$ cat src/rtl/axi_pkg.sv
// Shared AXI write-slave definitions: response/burst codes, FSM encoding,
// latched write-address payload and response priority helper.
package axi_pkg;

    localparam int unsigned ID_W   = 4;
    localparam int unsigned LEN_W  = 4;
    localparam int unsigned IDX_W  = 6;

    localparam logic [1:0] OKAY   = 2'b00;
    localparam logic [1:0] EXOKAY = 2'b01;
    localparam logic [1:0] SLVERR = 2'b10;
    localparam logic [1:0] DECERR = 2'b11;

    localparam logic [1:0] FIXED  = 2'b00;
    localparam logic [1:0] INCR   = 2'b01;
    localparam logic [1:0] WRAP   = 2'b10;

    typedef enum logic [1:0] {
        IDLE = 2'b00,
        DATA = 2'b01,
        RESP = 2'b10
    } state_e;

    typedef struct packed {
        logic [ID_W-1:0]  id;
        logic [LEN_W-1:0] len;
        logic [2:0]       size;
        logic [1:0]       burst;
        logic             hi_err;
    } aw_req_t;

    // DECERR outranks SLVERR, which outranks OKAY.
    function automatic logic [1:0] resolve_resp(input logic dec, input logic slv);
        if (dec) return DECERR;
        if (slv) return SLVERR;
        return OKAY;
    endfunction

endpackage

$ cat src/rtl/axi_wslave_mem.sv
// Word memory with byte-strobe write port, registered read port and
// synchronous clear on reset. Reads return pre-write data on collision.
module axi_wslave_mem #(
    parameter int unsigned DW    = 32,
    parameter int unsigned DEPTH = 64,
    parameter int unsigned AW    = 6
) (
    input  logic            clk,
    input  logic            rst_n,
    input  logic            we,
    input  logic [AW-1:0]   waddr,
    input  logic [DW-1:0]   wdata,
    input  logic [DW/8-1:0] wstrb,
    input  logic [AW-1:0]   raddr,
    output logic [DW-1:0]   rdata
);

    logic [DW-1:0] mem [DEPTH];

    always_ff @(posedge clk) begin
        if (!rst_n) begin
            for (int i = 0; i < int'(DEPTH); i++) begin
                mem[i] <= '0;
            end
            rdata <= '0;
        end else begin
            rdata <= mem[raddr];
            if (we) begin
                for (int b = 0; b < int'(DW / 8); b++) begin
                    if (wstrb[b]) begin
                        mem[waddr][b*8 +: 8] <= wdata[b*8 +: 8];
                    end
                end
            end
        end
    end

endmodule

$ cat src/rtl/axi_write_slave.sv
// Single-outstanding AXI3 write slave backed by a word memory, with sticky
// per-burst error tracking and a device-side read port.
module axi_write_slave
    import axi_pkg::*;
#(
    parameter int unsigned buswidth = 32,
    parameter int unsigned DEPTH    = 64
) (
    input  logic                devclock,
    input  logic                ARESETn,
    input  logic [3:0]          AWID,
    input  logic [31:0]         AWADDR,
    input  logic [3:0]          AWLEN,
    input  logic [2:0]          AWSIZE,
    input  logic [1:0]          AWBURST,
    input  logic                AWVALID,
    output logic                AWREADY,
    input  logic [3:0]          WID,
    input  logic [buswidth-1:0] WDATA,
    input  logic [3:0]          WSTRB,
    input  logic                WLAST,
    input  logic                WVALID,
    output logic                WREADY,
    output logic [3:0]          BID,
    output logic [1:0]          BRESP,
    output logic                BVALID,
    input  logic                BREADY,
    input  logic [5:0]          rd_addr,
    output logic [buswidth-1:0] rd_data
);

    state_e            state_q, state_d;
    aw_req_t           aw_q;
    logic [LEN_W-1:0]  beat_q;
    logic [IDX_W-1:0]  idx_q;
    logic              ovf_q, slverr_q, decerr_q;
    logic              awready_d, wready_d, bvalid_d;

    logic aw_hs, w_hs, last_beat, final_hs;
    logic burst_err, id_err, last_err, in_range, dec_now, slv_now, mem_we;
    logic unused_addr_bits;

    assign unused_addr_bits = ^AWADDR[1:0];

    assign aw_hs     = AWVALID && AWREADY;
    assign w_hs      = WVALID && WREADY;
    assign last_beat = (beat_q == aw_q.len);
    assign final_hs  = w_hs && last_beat;

    // Per-beat error classification; a bad burst type/size poisons every beat.
    assign burst_err = (aw_q.burst == WRAP) || (aw_q.burst == 2'b11) || (aw_q.size != 3'd2);
    assign id_err    = (WID != aw_q.id);
    assign last_err  = (WLAST != last_beat);
    assign in_range  = ({1'b0, idx_q} <= 7'(DEPTH - 1));
    assign dec_now   = aw_q.hi_err || ovf_q || !in_range;
    assign slv_now   = burst_err || id_err || last_err;
    assign mem_we    = w_hs && !burst_err && !id_err && !dec_now;

    // State register plus registered handshake outputs.
    always_ff @(posedge devclock) begin
        if (!ARESETn) begin
            state_q <= IDLE;
            AWREADY <= 1'b0;
            WREADY  <= 1'b0;
            BVALID  <= 1'b0;
        end else begin
            state_q <= state_d;
            AWREADY <= awready_d;
            WREADY  <= wready_d;
            BVALID  <= bvalid_d;
        end
    end

    always_comb begin
        state_d = state_q;
        case (state_q)
            IDLE:    if (aw_hs) state_d = DATA;
            DATA:    if (final_hs) state_d = RESP;
            RESP:    if (BVALID && BREADY) state_d = IDLE;
            default: state_d = IDLE;
        endcase
    end

    // Handshake outputs are decoded from the next state so they line up with it.
    always_comb begin
        awready_d = 1'b0;
        wready_d  = 1'b0;
        bvalid_d  = 1'b0;
        case (state_d)
            IDLE:    awready_d = 1'b1;
            DATA:    wready_d  = 1'b1;
            RESP:    bvalid_d  = 1'b1;
            default: awready_d = 1'b0;
        endcase
    end

    // Address latch, beat counter, word index and sticky error flags.
    always_ff @(posedge devclock) begin
        if (!ARESETn) begin
            aw_q     <= '0;
            beat_q   <= '0;
            idx_q    <= '0;
            ovf_q    <= 1'b0;
            slverr_q <= 1'b0;
            decerr_q <= 1'b0;
        end else if (aw_hs) begin
            aw_q     <= '{id: AWID, len: AWLEN, size: AWSIZE, burst: AWBURST,
                          hi_err: (AWADDR[31:8] != 24'd0)};
            idx_q    <= AWADDR[7:2];
            beat_q   <= '0;
            ovf_q    <= 1'b0;
            slverr_q <= 1'b0;
            decerr_q <= 1'b0;
        end else if (w_hs) begin
            beat_q   <= beat_q + 4'd1;
            slverr_q <= slverr_q | slv_now;
            decerr_q <= decerr_q | dec_now;
            if (aw_q.burst == INCR) begin
                // Saturate at the top word; later beats decode-error instead of wrapping.
                if ({1'b0, idx_q} >= 7'(DEPTH - 1)) begin
                    ovf_q <= 1'b1;
                end else begin
                    idx_q <= idx_q + 6'd1;
                end
            end
        end
    end

    // Response captured on the final beat and held through backpressure.
    always_ff @(posedge devclock) begin
        if (!ARESETn) begin
            BID   <= '0;
            BRESP <= OKAY;
        end else if (final_hs) begin
            BID   <= aw_q.id;
            BRESP <= resolve_resp(decerr_q | dec_now, slverr_q | slv_now);
        end
    end

    axi_wslave_mem #(
        .DW    (buswidth),
        .DEPTH (DEPTH),
        .AW    (IDX_W)
    ) u_mem (
        .clk   (devclock),
        .rst_n (ARESETn),
        .we    (mem_we),
        .waddr (idx_q),
        .wdata (WDATA),
        .wstrb (WSTRB),
        .raddr (rd_addr),
        .rdata (rd_data)
    );

endmodule

$ cat config.mk
export PLATFORM = sky130hd
export DESIGN_NAME = axi_write_slave
export DESIGN_NICKNAME = d
export VERILOG_FILES = /design/src/rtl/axi_pkg.sv /design/src/rtl/axi_wslave_mem.sv /design/src/rtl/axi_write_slave.sv
export SDC_FILE = /design/constraint.sdc
export NUM_CORES = 2
export LEC_CHECK = 0
export CORE_MARGIN = 2
export CORE_UTILIZATION = 50
export DETAILED_ROUTE_END_ITERATION = 10
export GPL_TIMING_DRIVEN = 0
export PLACE_DENSITY = 0.71
export SKIP_LAST_GASP = 1
export SLEW_MARGIN = 40
export SYNTH_ARGS = -nofsm -noshare
export SYNTH_HDL_FRONTEND = slang
export SYNTH_SLANG_ARGS = --single-unit
$ cat constraint.sdc
create_clock -name devclock -period 7.5 [get_ports devclock]
set_input_delay 0.75 -clock devclock [delete_from_list [all_inputs] [get_ports devclock]]
set_output_delay 0.75 -clock devclock [all_outputs]
set_load 0.05 [all_outputs]
==> reports/metrics.csv <==
metric,value,unit
I/O pins,138,
Worst Path Max Fanout,11,
period utilization,0.741,
post-synth top area share,0.660,
asr flop ratio synth,0,
Critical Path AT,6190,ps
"Net Count, Synth",6379,
"commonest non-fill, non-tap cell in the layout",nor2_1,
Hold Crit Endpoint,aw_q[1],
clock sinks,2118,
CP Class,in -> reg,
Starting Density,0.503,
total CTS buffers,214,
ys flop type,edfxtp_1,
"Slew Viols, Final",0,
vias,67500,
crit path capture type,flop,
total gr overflow,0,
Reg2Reg Setup Slack,3040,ps
Die ar.,190000,sq um
post-CTS setup buffers,0,
synth unique cells,57,
worst hold slack,378,ps
# rows,158,
Peak VDD IR,0.216,mV
register area share after synthesis,0.675,
DRC viols,0,
Hold Fails Final Rpt,0,
Worst EP required,8130,ps
drt via density,7.07,
Worst Setup Start Kind,input port,
synth-to-layout area growth,17.0,%
post-synthesis instance area,93100,sq um
Synth Register Bits,2118,
most used routing layer,met2,
FILL cells,14200,
"EDFF count, synth",2048,
Multi-input gate area,27500,sq um
Core ar.,185000,sq um
largest net degree at the start of global routing,17,
Max Cap Viol,0,
clk slew on worst S/H paths,60,ps
H-tree Lvls,4,
CTS root buf,clkbuf_16,
Avg Inst Size Synth,14.8,sq um
met2 Track Usage GR,0.610,
Placed Cells incl. Taps,9113,
total wire length,449000,um
vias in the first global route,62000,
Hold Crit Start,AWBURST[0],
Avg WL per Cell,47.0,um
Register Area,62900,sq um
Min-Delay Path Class,in -> reg,
placed inst area,101000,sq um
gp weighted congestion,1.08,
Setup-failing EPs final,0,
dpl hpwl,322000,um
met1 Use GR,0.581,
Die Span Y,436,um
1st-iter DRT viols,14300,
Finished Layout Cells,9549,
fin crit period,5560,ps
run status,completed,
final total power,27.5,mW
nets,6952,
first-pass GRT wire length,578000,um
GRT Total Usage,0.469,
P per Cell Area,252,nW/um^2
P_leak,36.4,nW
fmax,180,MHz
r2r endpoint,u_mem.mem[31][18],
worst-margin pin slew,1030,ps
most frequent cells in the layout,"nor2_1 (2,101), edfxtp_1 (2,048), mux4_2 (562)",
Routed Antenna Nets,0,
hold buffers post-CTS,0,
met3 usage,0.240,
WHS Path Cells,3,
YS warnings,0,
RSZ-0062 raised after global routing,false,
worst relative slew slack,0.316,
insertion delay to the later sink of the worst-skew pair,930,ps
fin area,109000,sq um
initial antenna violation count,44,
Yosys top cell by area,edfxtp_1,
Reg2Reg Depth,7,
DR pass1 iterations,9,
FF-to-FF Start,idx_q[0],
layout cells sized above 1,0.270,
maximum clock path buffer count,3,
# resized after CTS,0,
Port Buffers,132,
Worst Skew,69.2,ps
CTS tree,built,
Die Wd,436,um
Mapped Cells,6280,
Synth area leaders,"edfxtp_1 (66%), mux4_2 (14%), nor2_1 (8.5%)",
## cells in the mapped netlist (4+ instances only)
| cell type | count |
|---|---|
| dfxtp_1 | 70 |
| nor2_1 | 2108 |
| buf_2 | 94 |
| buf_6 | 192 |
| nor2b_1 | 4 |
| and3b_1 | 4 |
| nor4_1 | 8 |
| nand3_1 | 15 |
| nand2b_1 | 5 |
| nand2_4 | 32 |
| mux2_2 | 30 |
| a22oi_1 | 18 |
| mux2i_1 | 128 |
| a31oi_1 | 13 |
| o32ai_1 | 5 |
| buf_1 | 20 |
| nor3b_1 | 5 |
| a211oi_1 | 12 |
| a2111oi_0 | 4 |
| nand2_1 | 143 |
| clkbuf_1 | 309 |
| o22ai_1 | 11 |
| and2_1 | 6 |
| xor2_1 | 9 |
| mux4_2 | 562 |
| buf_4 | 13 |
| o22a_1 | 5 |
| a21oi_1 | 37 |
| inv_1 | 8 |
| nor3_1 | 8 |
| edfxtp_1 | 2048 |
| o221ai_1 | 6 |
| nor4_4 | 4 |
| o211ai_1 | 22 |
| a221oi_1 | 4 |
| and3_1 | 4 |
| o21ai_0 | 276 |
| xnor2_1 | 8 |
## layer usage
| metal | vias to the layer above | wire length, um |
|---|---|---|
| li1 | 24400 | - |
| met1 | 34100 | 146000 |
| met2 | 7292 | 176000 |
| met3 | 1642 | 81700 |
| met4 | 40 | 45400 |
| met5 | - | 468 |
## layout make-up
cell class,instances,share of cell area
Clock buffer,279,0.0545
Clock inverter,123,0.0125
Antenna cell,30,0.000689
Inverter,10,0.000345
Tap cell,2480,0.0285
Sequential cell,2118,0.577
Buffer,628,0.0390
Multi-Input combinational cell,3524,0.252
Timing Repair Buffer,357,0.0348
## state kept, by name, summed over array words and instances, names as in the netlist, 2 cells and up
signal,cells
BID,4
aw_q,14
beat_q,4
idx_q,6
u_mem.mem,2048
state_q,2
u_mem.rdata,32
BRESP,2
## stage by stage
stage                     worst slack, ps  TNS [ps]   util
final                                1940         0  0.588
after CTS                            2420         0  0.587
after global placement               -394      -394  0.527
after global routing                 2460         0  0.588
after detailed placement             1470         0  0.548
after floorplan                      4450         0      -
## cells by family (layout without fill, tap and decap cells)
kind of cell	Yosys count	in the layout	share of synthesized area
other	0	30	0
flip-flops	2118	2118	0.675
buffers and inverters	638	1397	0.0430
adder cells (fa/ha/maj)	2	2	0.000269
multiplexers	720	720	0.153
AO/OA/AOI/OAI	428	428	0.0263
AND/OR/NAND/NOR	2357	2357	0.100
XOR/XNOR	17	17	0.00160
## worst max path at each step
stage	from	endpoint	slack, ps	cells past startpoint
2_1_floorplan	WID[2]	u_mem.mem[0][0]	4450	6
6_report	rd_addr[1]	u_mem.rdata[20]	1940	9
5_1_grt	rd_addr[1]	u_mem.rdata[20]	2460	9
3_3_place_gp	rd_addr[3]	u_mem.rdata[9]	-390	7
4_1_cts	rd_addr[1]	u_mem.rdata[20]	2420	9
3_5_place_dp	rd_addr[1]	u_mem.rdata[20]	1470	9
## report_power, final
group	leakage [nW]	internal [mW]	switching (mW)
Clock	3.55	6.41	4.95
Combinational	11.2	0.795	1.87
Sequential	21.7	13.3	0.127
## worst max-delay path, cell delays in order
cell and delay [ps]:
buf_2 650, buf_2 770, buf_4 630, buf_2 810, buf_4 610, mux2i_1 260, mux2i_1 240, a22oi_1 810
o21ai_0 550
No activity file was read; power rests on OpenSTA's default activity.
